[src/rtl/riscv_m_pkg.sv]
// Shared RV32M definitions: op encoding, sequencer states, decoded op control.
package riscv_m_pkg;

  localparam logic [6:0] OPC_RTYPE = 7'b0110011;
  localparam logic [6:0] F7_MULDIV = 7'b0000001;

  typedef enum logic [2:0] {
    MUL    = 3'b000,
    MULH   = 3'b001,
    MULHSU = 3'b010,
    MULHU  = 3'b011,
    DIV    = 3'b100,
    DIVU   = 3'b101,
    REM    = 3'b110,
    REMU   = 3'b111
  } m_op_e;

  typedef enum logic [1:0] {
    IDLE   = 2'd0,
    BUSY   = 2'd1,
    FINISH = 2'd2,
    DONE   = 2'd3
  } state_e;

  // Latched per-operation control: the op plus the sign of each operand
  // (already masked to zero where that operand is treated as unsigned).
  typedef struct packed {
    m_op_e op;
    logic  neg_a;
    logic  neg_b;
  } op_ctrl_t;

  function automatic logic is_div(m_op_e op);
    return op[2];
  endfunction

  function automatic logic a_signed(m_op_e op);
    return (op == MULH) || (op == MULHSU) || (op == DIV) || (op == REM);
  endfunction

  function automatic logic b_signed(m_op_e op);
    return (op == MULH) || (op == DIV) || (op == REM);
  endfunction

endpackage

[src/rtl/muldiv_datapath.sv]
// Radix-2 iteration engine: shift-add multiply and restoring divide on
// unsigned magnitudes, one bit per step. Both engines run in lockstep; the
// sequencer picks whichever one the op needs.
module muldiv_datapath
  import riscv_m_pkg::*;
#(
  parameter int XLEN = 32
) (
  input  logic              clk,
  input  logic              reset,
  input  logic              load,
  input  logic              step,
  input  logic [XLEN-1:0]   mag_a,
  input  logic [XLEN-1:0]   mag_b,
  output logic [2*XLEN-1:0] prod,
  output logic [XLEN-1:0]   quo,
  output logic [XLEN-1:0]   rem
);

  logic [XLEN-1:0] mcand;
  logic [XLEN-1:0] divisor;
  logic [XLEN:0]   rem_q;     // extra bit holds the subtract borrow

  logic [XLEN:0]   mul_sum;
  logic [XLEN+1:0] trial;
  logic [XLEN+1:0] diff;
  logic            borrow;

  // Add multiplicand into the high half when the multiplier LSB is set;
  // trial-subtract the divisor from the shifted partial remainder.
  always_comb begin
    mul_sum = {1'b0, prod[2*XLEN-1:XLEN]} + (prod[0] ? {1'b0, mcand} : '0);
    trial   = {rem_q, quo[XLEN-1]};
    diff    = trial - {2'b00, divisor};
    borrow  = diff[XLEN+1];
  end

  // Operand load, then one multiply bit and one quotient bit per step.
  always_ff @(posedge clk) begin
    if (reset) begin
      prod    <= '0;
      mcand   <= '0;
      quo     <= '0;
      rem_q   <= '0;
      divisor <= '0;
    end else if (load) begin
      prod    <= {{XLEN{1'b0}}, mag_a};
      mcand   <= mag_b;
      quo     <= mag_a;
      rem_q   <= '0;
      divisor <= mag_b;
    end else if (step) begin
      prod  <= {mul_sum, prod[XLEN-1:1]};
      rem_q <= borrow ? trial[XLEN:0] : diff[XLEN:0];
      quo   <= {quo[XLEN-2:0], ~borrow};
    end
  end

  assign rem = rem_q[XLEN-1:0];

endmodule

[src/rtl/muldiv_sequencer.sv]
// RV32M multi-cycle controller: FSM, iteration counter, special-case fast
// path, sign fix-up and stall/done generation around muldiv_datapath.
module muldiv_sequencer
  import riscv_m_pkg::*;
#(
  parameter  int XLEN  = 32,
  localparam int CNT_W = $clog2(XLEN) + 1
) (
  input  logic            clk,
  input  logic            reset,
  input  logic            start,
  input  logic [2:0]      funct3,
  input  logic [XLEN-1:0] op_a,
  input  logic [XLEN-1:0] op_b,
  input  logic            kill,
  output logic            stall,
  output logic            done,
  output logic [XLEN-1:0] result
);

  state_e          state;
  logic [CNT_W-1:0] cnt;
  op_ctrl_t        ctrl;

  m_op_e           op_in;
  logic            sa_in, sb_in;
  logic [XLEN-1:0] mag_a, mag_b;
  logic            div_zero, div_ovf, fast;
  logic [XLEN-1:0] fast_res;
  logic            accept, load, step;

  logic [2*XLEN-1:0] prod, prod_fix;
  logic [XLEN-1:0]   quo, rem, quo_fix, rem_fix, fin_res;

  assign op_in = m_op_e'(funct3);

  // Decode the incoming op: operand signs, magnitudes and special cases.
  always_comb begin
    sa_in    = a_signed(op_in) & op_a[XLEN-1];
    sb_in    = b_signed(op_in) & op_b[XLEN-1];
    mag_a    = sa_in ? -op_a : op_a;
    mag_b    = sb_in ? -op_b : op_b;
    div_zero = is_div(op_in) && (op_b == '0);
    div_ovf  = ((op_in == DIV) || (op_in == REM)) &&
               (op_a == {1'b1, {(XLEN-1){1'b0}}}) && (op_b == '1);
    fast     = div_zero || div_ovf;
    fast_res = '0;
    if (div_zero)
      fast_res = ((op_in == DIV) || (op_in == DIVU)) ? '1 : op_a;
    else if (op_in == DIV)
      fast_res = op_a;   // most-negative / -1 overflows back to itself
  end

  assign accept = (state == IDLE) && start && !kill;
  assign load   = accept && !fast;
  assign step   = (state == BUSY) && !kill;
  assign stall  = accept || (state == BUSY) || (state == FINISH);

  muldiv_datapath #(.XLEN(XLEN)) u_dp (
    .clk   (clk),
    .reset (reset),
    .load  (load),
    .step  (step),
    .mag_a (mag_a),
    .mag_b (mag_b),
    .prod  (prod),
    .quo   (quo),
    .rem   (rem)
  );

  // Sign fix-up and word select for the FINISH cycle.
  always_comb begin
    prod_fix = (ctrl.neg_a ^ ctrl.neg_b) ? -prod : prod;
    quo_fix  = (ctrl.neg_a ^ ctrl.neg_b) ? -quo  : quo;
    rem_fix  = ctrl.neg_a ? -rem : rem;
    case (ctrl.op)
      MUL:                  fin_res = prod_fix[XLEN-1:0];
      MULH, MULHSU, MULHU:  fin_res = prod_fix[2*XLEN-1:XLEN];
      DIV, DIVU:            fin_res = quo_fix;
      default:              fin_res = rem_fix;
    endcase
  end

  // Control FSM; done and result are registered on entry to DONE.
  always_ff @(posedge clk) begin
    if (reset) begin
      state  <= IDLE;
      done   <= 1'b0;
      result <= '0;
      cnt    <= '0;
      ctrl   <= '0;
    end else begin
      done <= 1'b0;
      case (state)
        IDLE: begin
          if (accept) begin
            ctrl <= '{op: op_in, neg_a: sa_in, neg_b: sb_in};
            if (fast) begin
              result <= fast_res;
              done   <= 1'b1;
              state  <= DONE;
            end else begin
              cnt   <= CNT_W'(XLEN);
              state <= BUSY;
            end
          end
        end
        BUSY: begin
          if (kill) begin
            state <= IDLE;
          end else begin
            cnt <= cnt - CNT_W'(1);
            if (cnt == CNT_W'(1)) state <= FINISH;
          end
        end
        FINISH: begin
          if (kill) begin
            state <= IDLE;
          end else begin
            result <= fin_res;
            done   <= 1'b1;
            state  <= DONE;
          end
        end
        default: state <= IDLE;
      endcase
    end
  end

endmodule

[config.mk]
export PLATFORM = sky130hd
export DESIGN_NAME = muldiv_sequencer
export DESIGN_NICKNAME = d
export VERILOG_FILES = /design/src/rtl/riscv_m_pkg.sv /design/src/rtl/muldiv_datapath.sv /design/src/rtl/muldiv_sequencer.sv
export SDC_FILE = /design/constraint.sdc
export NUM_CORES = 1
export LEC_CHECK = 0
export BUFFER_PORTS_ARGS = -buffer_cell sky130_fd_sc_hd__buf_4
export CAP_MARGIN = 20
export CORE_UTILIZATION = 57
export CTS_CLUSTER_SIZE = 8
export DETAILED_ROUTE_END_ITERATION = 8
export PLACE_DENSITY = 0.79
export SYNTH_ARGS = -nofsm -noshare
export SYNTH_HDL_FRONTEND = slang
export SYNTH_SLANG_ARGS = --single-unit
[constraint.sdc]
create_clock -name clk -period 3.41 [get_ports clk]
set_clock_uncertainty 0.05 [all_clocks]
set_input_delay 0 -clock clk [delete_from_list [all_inputs] [get_ports clk]]
set_output_delay 0 -clock clk [all_outputs]
set_load 0.01 [all_outputs]
==> qor.txt <==
Synth warnings: 0
Hold Slack: 270.0 ps
num rows: 62
slowest cell on the critical path: or4_1
status: finished clean
Root Buffer: clkbuf_16
initial antenna violation count: 0
RR Startpoint: u_dp.prod[3]
most frequent cell after synthesis: nand2_1
final core occ: 70.79%
Post-Layout Cell Count: 2900
# Max-Cap Violations: 0
initial drt markers: 2048
Min-Delay Path Class: in2reg
PwrDens: 388.3 nW/µm²
crit-path leading delay family: buffers and inverters
worst r2r dst: result[26]
post-synthesis cell type count: 82
die width: 172.5 µm
via count: 18610
share of the synthesized area in the top cell type: 25.02%
Synth Register Bits: 207
Hold Fails Final Rpt: 0
dpl ws: -87.04 ps
syn nets: 2439
Final setup viols: 0
Top FF cell, synth: dfxtp_1
DRT Pass-1 Iters: 9
Post-synth ARST share: 0%
die height: 172.5 µm
Tcrit/Tclk final: 96.43%
worst slew pin tran: 1107 ps
Crit path buffers/inverters: 5
H-tree levels: 1
Synth Cell Area: 16560 µm²
FF+latch area: 4144 µm²
layout cell share with drive strength beyond 1: 12.96%
leakage: 8.184 nW
worst hold stages: 4
number of global-route vias before repair: 16980
Area growth syn-to-layout: 22.36%
diode count: 0
placed cells: 2767
fin. max-slew vios: 0
Final #Nets: 2658
gpl congestion: 1.004
r2r setup slk: 120 ps
EDFF count, synth: 0
Overflow after GRT: 0
PortBufs: 104
worst hold start: funct3[0]
clk sinks: 207
All-Layer GR Usage: 40.21%
worst vdd ir: 481.0 µV
drt total wl: 61450 µm
Final ANT Viol Nets: 0
Post-Syn Instances: 2294
# IOs: 105
Post-synth top cells: nand2_1, nor2_1, a21oi_1
largest net degree at the start of global routing: 98
crit-path most repeated cell: dlygate4sd3_1
Initial Util: 57.85%
CTS tree: built
CTS buffer count: 30
worst rel slew slack: 26.20%
area of the multi-input gates: 11680 µm²
Worst setup SP type: input port
# DRC: 0
first-pass GRT wire length: 92560 µm
Crit Path Category: in2reg
clk slew on worst S/H paths: 50 ps
Wirelength per Cell: 21.19 µm
crit-path cells: dlygate4sd3_1 -> buf_4 -> or4_1 -> nor4_2 -> nand2_1 -> nor3_1 -> buf_4 -> a21oi_1 -> xor2_1 -> dlygate4sd3_1 -> nand2_1 -> a21oi_1 -> dlygate4sd3_1
Seq/Total Area, Yosys: 25.02%
worst path arrival time: 3690 ps
final worst setup slack: 121.7 ps
via density per instance: 6.417
Avg Inst Size Synth: 7.219 µm²
HPWL after DPL: 44200 µm
Area contributors post-synth: dfxtp_1, a21oi_1, xnor2_1
CP Capture Type: register
Req. time, crit path: 3810 ps
Hold Crit Endpoint: ctrl[2]
CP startpoint: op_a[10]
Fillers: 2301
Synth area leader: dfxtp_1
Core ar.: 28630 µm²
R2R cell count: 10
fmax: 0.3041 GHz
total power: 0.007869 W
Worst Path Max Fanout: 6
min Tclk post-route: 3288 ps
clock buffer depth: 3
critical path's largest stage delay: 620 ps
Worst-Skew Late Latency: 570 ps
Die Area: 29740 µm²
RSZ-0062 raised after global routing: true
==> worst min-delay path, cell delays in order <==
cell and delay [ps]:
dlygate4sd3_1 530, buf_4 140, mux2i_1 80, nor2_1 80
==> kinds of logic after synthesis <==
kind of cell	synth area share (%)
and+or+nand+nor	22.91
AOI/OAI and AO/OA	26.72
xor gates and xnor gates	12.06
buffers and inverters	5.364
DFF	25.02
adders and majority gates	5.681
muxes	2.244
==> metrics by stage <==
stage | setup TNS [ps] | instance area (µm²)
6_report | 0 | 20260
5_1_grt | -75.07 | 20260
3_3_place_gp | -219.2 | 18350
4_1_cts | 0 | 20160
2_1_floorplan | 0 | 16560
3_5_place_dp | -87.31 | 18350
==> routing by layer <==
metal	vias up	global-route usage [%]	share of wire (%)
met4	0	21.70	5.9
met1	8799	51.92	41
met2	939	64.53	45
met5	-	0	0
li1	8677	-	-
met3	195	5.791	7.9
==> what timing repair did <==
| item | in CTS | in global routing |
|---|---|---|
| setup endpoints to repair | 2 | 17 |
| hold buffers | 96 | 0 |
| pin swaps | 0 | 8 |
| resized for setup | 4 | 18 |
| gates cloned | 0 | 1 |
| setup buffers | 0 | 1 |
| endpoints found under the hold margin | 133 | 0 |
==> cell type report <==
cell class	instances	share of cell area (%)
tap	384	2.371
multi-input combinational	1871	57.63
inverter	72	1.334
clock inverter	1	0.1482
sequential	207	20.45
clock buffer	34	3.982
timing repair buffer	331	14.09
==> cell usage in the layout (no fill, tap or decap), types with 8 or more instances in the layout <==
master and instances:
a211oi_1 52, a21o_1 38, a21oi_1 235, a22oi_1 10, a31oi_1 83, and3_1 10
buf_12 9, buf_4 225, clkbuf_16 32, dfxtp_1 207, dlygate4sd3_1 96, ha_1 72
inv_1 71, mux2i_1 36, nand2_1 282, nand2b_1 18, nand3_1 37, nand4_1 19
nor2_1 240, nor2b_1 12, nor3_1 87, nor4_1 18, o211ai_1 18, o21a_1 18
o21ai_0 118, o21bai_1 8, o221ai_1 9, o22ai_1 10, o31ai_1 41, o41ai_1 10
or2_2 9, or3_1 30, or4_1 16, xnor2_1 124, xor2_1 101
==> state kept, by name, indices dropped and copies added, names as in the netlist <==
register and count:
cnt 6, u_dp.quo 32, done 1, state 2, ctrl 5, result 32, u_dp.rem_q 33, u_dp.mcand 32
u_dp.prod 64
==> where the power goes <==
part	switching, W	leakage (nW)	internal, W
Combinational	0.00139	6.09	0.00100
Sequential	0.000123	1.68	0.00253
Clock	0.00113	0.412	0.00170
Total	0.00264	8.18	0.00523
==> worst max path at each step <==
stage	endpoint	cells after the start	slack, ps
after floorplan	u_dp.prod[63]	14	50
after global placement	result[6]	13	-200
after detailed placement	result[6]	13	-90
after CTS	u_dp.prod[63]	12	30
after global routing	u_dp.prod[62]	15	-60
final	u_dp.quo[25]	13	120
No activity file was read; power rests on OpenSTA's default activity.
